<file path="src/rtl/demux3_stream_router.sv">
// 1-to-3 valid/ready stream router: steers each upstream beat to the lane
// picked by SL1/SL0, buffering it in a 2-entry per-lane FIFO with a beat counter.
module demux3_stream_router #(
  parameter int W  = 8,
  parameter int CW = 8
) (
  input  logic          CK,
  input  logic          RST,
  input  logic [W-1:0]  DIN,
  input  logic          VALID_IN,
  output logic          READY_IN,
  input  logic          SL0,
  input  logic          SL1,
  output logic [W-1:0]  Z0,
  output logic [W-1:0]  Z1,
  output logic [W-1:0]  Z2,
  output logic          VALID0,
  output logic          VALID1,
  output logic          VALID2,
  input  logic          READY0,
  input  logic          READY1,
  input  logic          READY2,
  output logic [CW-1:0] CNT0,
  output logic [CW-1:0] CNT1,
  output logic [CW-1:0] CNT2
);

  function automatic logic [CW-1:0] sat_inc(input logic [CW-1:0] v);
    return (&v) ? v : v + 1'b1;
  endfunction

  logic [1:0]    sel;
  logic [2:0]    lane_rdy;
  logic [2:0]    ready_dn;
  logic [2:0]    push;
  logic [2:0]    pop;
  logic [2:0]    vld_p1;
  logic [1:0]    occ_p1  [3];
  logic [W-1:0]  head_p1 [3];
  logic [W-1:0]  tail_p1 [3];
  logic [CW-1:0] cnt_p1  [3];

  assign ready_dn = {READY2, READY1, READY0};

  // Stage p0: select decode and accept/pop decisions from registered occupancy only
  always_comb begin
    sel      = SL1 ? 2'd2 : (SL0 ? 2'd1 : 2'd0);
    READY_IN = 1'b0;
    push     = '0;
    pop      = '0;
    for (int i = 0; i < 3; i++) begin
      lane_rdy[i] = (occ_p1[i] != 2'd2);
      vld_p1[i]   = (occ_p1[i] != 2'd0);
      pop[i]      = vld_p1[i] & ready_dn[i];
    end
    case (sel)
      2'd0:    READY_IN = lane_rdy[0];
      2'd1:    READY_IN = lane_rdy[1];
      default: READY_IN = lane_rdy[2];
    endcase
    for (int i = 0; i < 3; i++)
      push[i] = VALID_IN & READY_IN & (sel == 2'(i));
  end

  // Stage p1: per-lane FIFO storage; head register feeds the lane output directly
  for (genvar g = 0; g < 3; g++) begin : g_lane
    always_ff @(posedge CK) begin
      if (RST) begin
        occ_p1[g]  <= '0;
        head_p1[g] <= '0;
        tail_p1[g] <= '0;
        cnt_p1[g]  <= '0;
      end else begin
        if (push[g] && pop[g]) begin
          if (occ_p1[g] == 2'd1) begin
            head_p1[g] <= DIN;
          end else begin
            head_p1[g] <= tail_p1[g];
            tail_p1[g] <= DIN;
          end
        end else if (push[g]) begin
          if (occ_p1[g] == 2'd0) head_p1[g] <= DIN;
          else                   tail_p1[g] <= DIN;
          occ_p1[g] <= occ_p1[g] + 2'd1;
        end else if (pop[g]) begin
          // Draining the last entry leaves head untouched so Z holds its value.
          if (occ_p1[g] == 2'd2) head_p1[g] <= tail_p1[g];
          occ_p1[g] <= occ_p1[g] - 2'd1;
        end
        if (push[g]) cnt_p1[g] <= sat_inc(cnt_p1[g]);
      end
    end
  end

  assign Z0     = head_p1[0];
  assign Z1     = head_p1[1];
  assign Z2     = head_p1[2];
  assign VALID0 = vld_p1[0];
  assign VALID1 = vld_p1[1];
  assign VALID2 = vld_p1[2];
  assign CNT0   = cnt_p1[0];
  assign CNT1   = cnt_p1[1];
  assign CNT2   = cnt_p1[2];

endmodule
</file>
<file path="config.mk">
export PLATFORM = sky130hd
export DESIGN_NAME = demux3_stream_router
export DESIGN_NICKNAME = d
export VERILOG_FILES = /design/src/rtl/demux3_stream_router.sv
export SDC_FILE = /design/constraint.sdc
export NUM_CORES = 1
export LEC_CHECK = 0
export CORE_MARGIN = 3
export CORE_UTILIZATION = 57
export CTS_CLUSTER_DIAMETER = 40
export DETAILED_ROUTE_END_ITERATION = 10
export PLACE_DENSITY_LB_ADDON = 0.1
export REMOVE_ABC_BUFFERS = 1
export SKIP_CTS_REPAIR_TIMING = 1
export SLEW_MARGIN = 20
export SYNTH_ARGS = -nofsm -noshare
export SYNTH_HDL_FRONTEND = slang
export SYNTH_SLANG_ARGS = --single-unit
</file>
<file path="constraint.sdc">
create_clock -name CK -period 6.1 [get_ports CK]
set_clock_uncertainty 0.2 [all_clocks]
set_input_delay 1.22 -clock CK [delete_from_list [all_inputs] [get_ports CK]]
set_output_delay 1.22 -clock CK [all_outputs]
set_load 0.01 [all_outputs]
</file>
==> flow_summary.ini <==
[outcome]
status = complete, no violations

[global_routing]
grt_pass1_wl_um = 12900
antenna_found_initial = 0
grt_max_degree = 17
grt_pass1_vias = 2716
grt_usage = 0.218
grt_overflow = 0

[critical_path]
cp_data_required_time_ns = 4.68
endpoint_kind = output port
max_stage_delay_ns = 0.63
cp_max_fo = 7
path_class = in2out
crit_chain = clkdlybuf4s50_1 > inv_1 > nand2_1 > o21ai_0 > o21ai_0 > clkdlybuf4s50_1
crit_slowest_cell = clkdlybuf4s50_1
arrival_ns = 2.77
worstSetupStartpointType = input port

[timing]
rsz0062_at_grt = false
timing.final.hold_violations = 0
fin_setup_tns_ns = 0
timing.fmax_mhz = 238
maxSlewViolCount = 0
min_period_over_period = 0.688
worst_slew_pin_slew_ns = 0.741
setup-violations-final = 0
setup_slack_ns = 1.91
min_period_ns = 4.19
relSlewSlack = 0.506

[power]
ir_worst_vdd_mv = 0.183
leakagePower_nw = 1.80
power_density_mw_per_mm2 = 264
total_power_mw = 1.26

[detailed_routing]
drt-total-wl_um = 7900
m1WireLength_um = 3450
remaining_drc_errors = 0
detail-route-antenna-nets = 0
wl_per_cell_um = 16.7
vias = 2720
route.met3.wl_um = 551
dr_wl_met2_um = 3710
viasPerCell = 5.75
drt_iter0_markers = 189
drt_pre_antenna_iters = 4
routed.top_layer = met4

[clock_tree]
clock_latency_ns = 0.36
clock-sinks = 78
cts_tree = done
htreeDepth = 3
cts_buffer_depth = 2
numCtsBuffers = 9
cts_root_buf = clkbuf_8
path_clk_slew_ns = 0.09

[cells_and_area]
multi_input_comb_area_sq_mm = 0.00145
fin_nets = 419
finalInstanceArea_sq_mm = 0.00479
drive_gt1_frac = 0.0631
seq_area_sq_mm = 0.00234
syn2layout_area_growth_pct = 23.5
n_antenna_cell = 0
n_fill_cell = 460
fin_util = 0.741

[place]
placed_area_sq_mm = 0.00461
hpwl_um = 5730
port_buffers = 67
pre_cts_ws_ns = 1.92
gp_congestion = 0.814

[yosys]
syn_inst = 319
async_reset_ff_frac = 0
synth-edff-count = 78
yosysWarnings = 0
syn-mean-instance-area_sq_um = 12.2
ys_types = 39
netlist_area_sq_mm = 0.00388
ys_ff_latch = 78
synth-main-ff-cell = edfxtp_1
ys_seq_area_frac = 0.604

[floorplanning]
rows = 29
die_w_um = 88.5
die-area_sq_mm = 0.00783
chipHeight_um = 88.5
start_util = 0.601
ios = 68
core-area_sq_mm = 0.00646

[worst_hold_path]
hold_class = reg2reg

[flow_run]
maxCapViolCount = 0
[layout make-up]
cell class | instances | share of cell area
Clock inverter | 7 | 0.0115
Clock buffer | 9 | 0.0259
Inverter | 14 | 0.0110
Multi-Input combinational cell | 221 | 0.302
Tap cell | 77 | 0.0201
Sequential cell | 78 | 0.489
Timing Repair Buffer | 67 | 0.140
[critical path, delay by kind of cell]
kind | cells | cell delay, ns
buf+inv | 3 | 1.28
simple gates | 1 | 0.06
compound gates | 2 | 0.20
[cell families (layout without fill, tap and decap cells)]
| kind of cell | count (synthesis) | after routing | share of synthesized area |
|---|---|---|---|
| buf+inv | 20 | 97 | 0.0229 |
| xor+xnor | 21 | 21 | 0.0474 |
| flops | 78 | 78 | 0.604 |
| simple gates | 136 | 136 | 0.192 |
| mux | 1 | 1 | 0.00355 |
| fa+ha+maj | 12 | 12 | 0.0387 |
| compound gates | 51 | 51 | 0.0919 |
[state kept, by name (all words and copies together) (netlist names)]
register	cells
cnt_p1	24
head_p1	24
tail_p1	24
occ_p1	6
[metrics by stage]
stage | cells | hold slack [ns]
CTS | 473 | 0.347
detailed placement | 457 | 0.326
floorplan | 313 | 0.318
global route | 473 | 0.372
finish | 473 | 0.347
global placement | 457 | 0.322
[routing by layer]
metal	GRT usage	vias up
met5	0	-
met1	0.300	1292
met2	0.350	108
li1	-	1306
met4	0.0920	0
met3	0.0298	14
[cells in the mapped netlist, types with 4 or more instances]
cell type / instances / area (sq um)
nand4_1: 6 / 37.5
inv_1: 12 / 45.0
edfxtp_1: 78 / 2340
a22o_1: 16 / 140
xor2_1: 14 / 123
xnor2_1: 7 / 61.3
nand3_1: 22 / 110
or3_1: 4 / 25.0
and2_1: 28 / 175
ha_1: 12 / 150
nor2_1: 29 / 109
o21ai_1: 11 / 55.1
nor2b_1: 4 / 25.0
and3_1: 9 / 56.3
a21oi_1: 15 / 75.1
nand2_1: 19 / 71.3
[worst paths after layout]
path / start / to / slack (ns) / cells past startpoint
worst max-delay path: SL0 / READY_IN / 1.91 / 6
worst min-delay path: tail_p1[0][3] / head_p1[0][3] / 0.35 / 1
worst max register to register: occ_p1[2][0] / head_p1[2][6] / 3.60 / 5
worst min register to register: tail_p1[0][3] / head_p1[0][3] / 0.35 / 1
[cell usage in the layout, fill, tap and decap left out, types with 3 or more instances in the layout]
cell type        Yosys  layout
edfxtp_1            78      78
clkdlybuf4s50_1      0      67
nor2_1              29      29
and2_1              28      28
nand3_1             22      22
nand2_1             19      19
a22o_1              16      16
a21oi_1             15      15
xor2_1              14      14
inv_1               12      12
o21ai_1             11      12
ha_1                12      12
and3_1               9       9
clkbuf_8             0       9
xnor2_1              7       7
nand4_1              6       6
nor2b_1              4       4
or3_1                4       4
inv_6                0       4
nand2b_1             3       3
nor3_1               3       3
[power by group]
group,internal [mW],switching [mW]
combinational,0.107,0.127
sequential,0.642,0.0266
clock,0.153,0.206
total,0.903,0.359
Note: power is estimated with default switching activity, not from simulation.
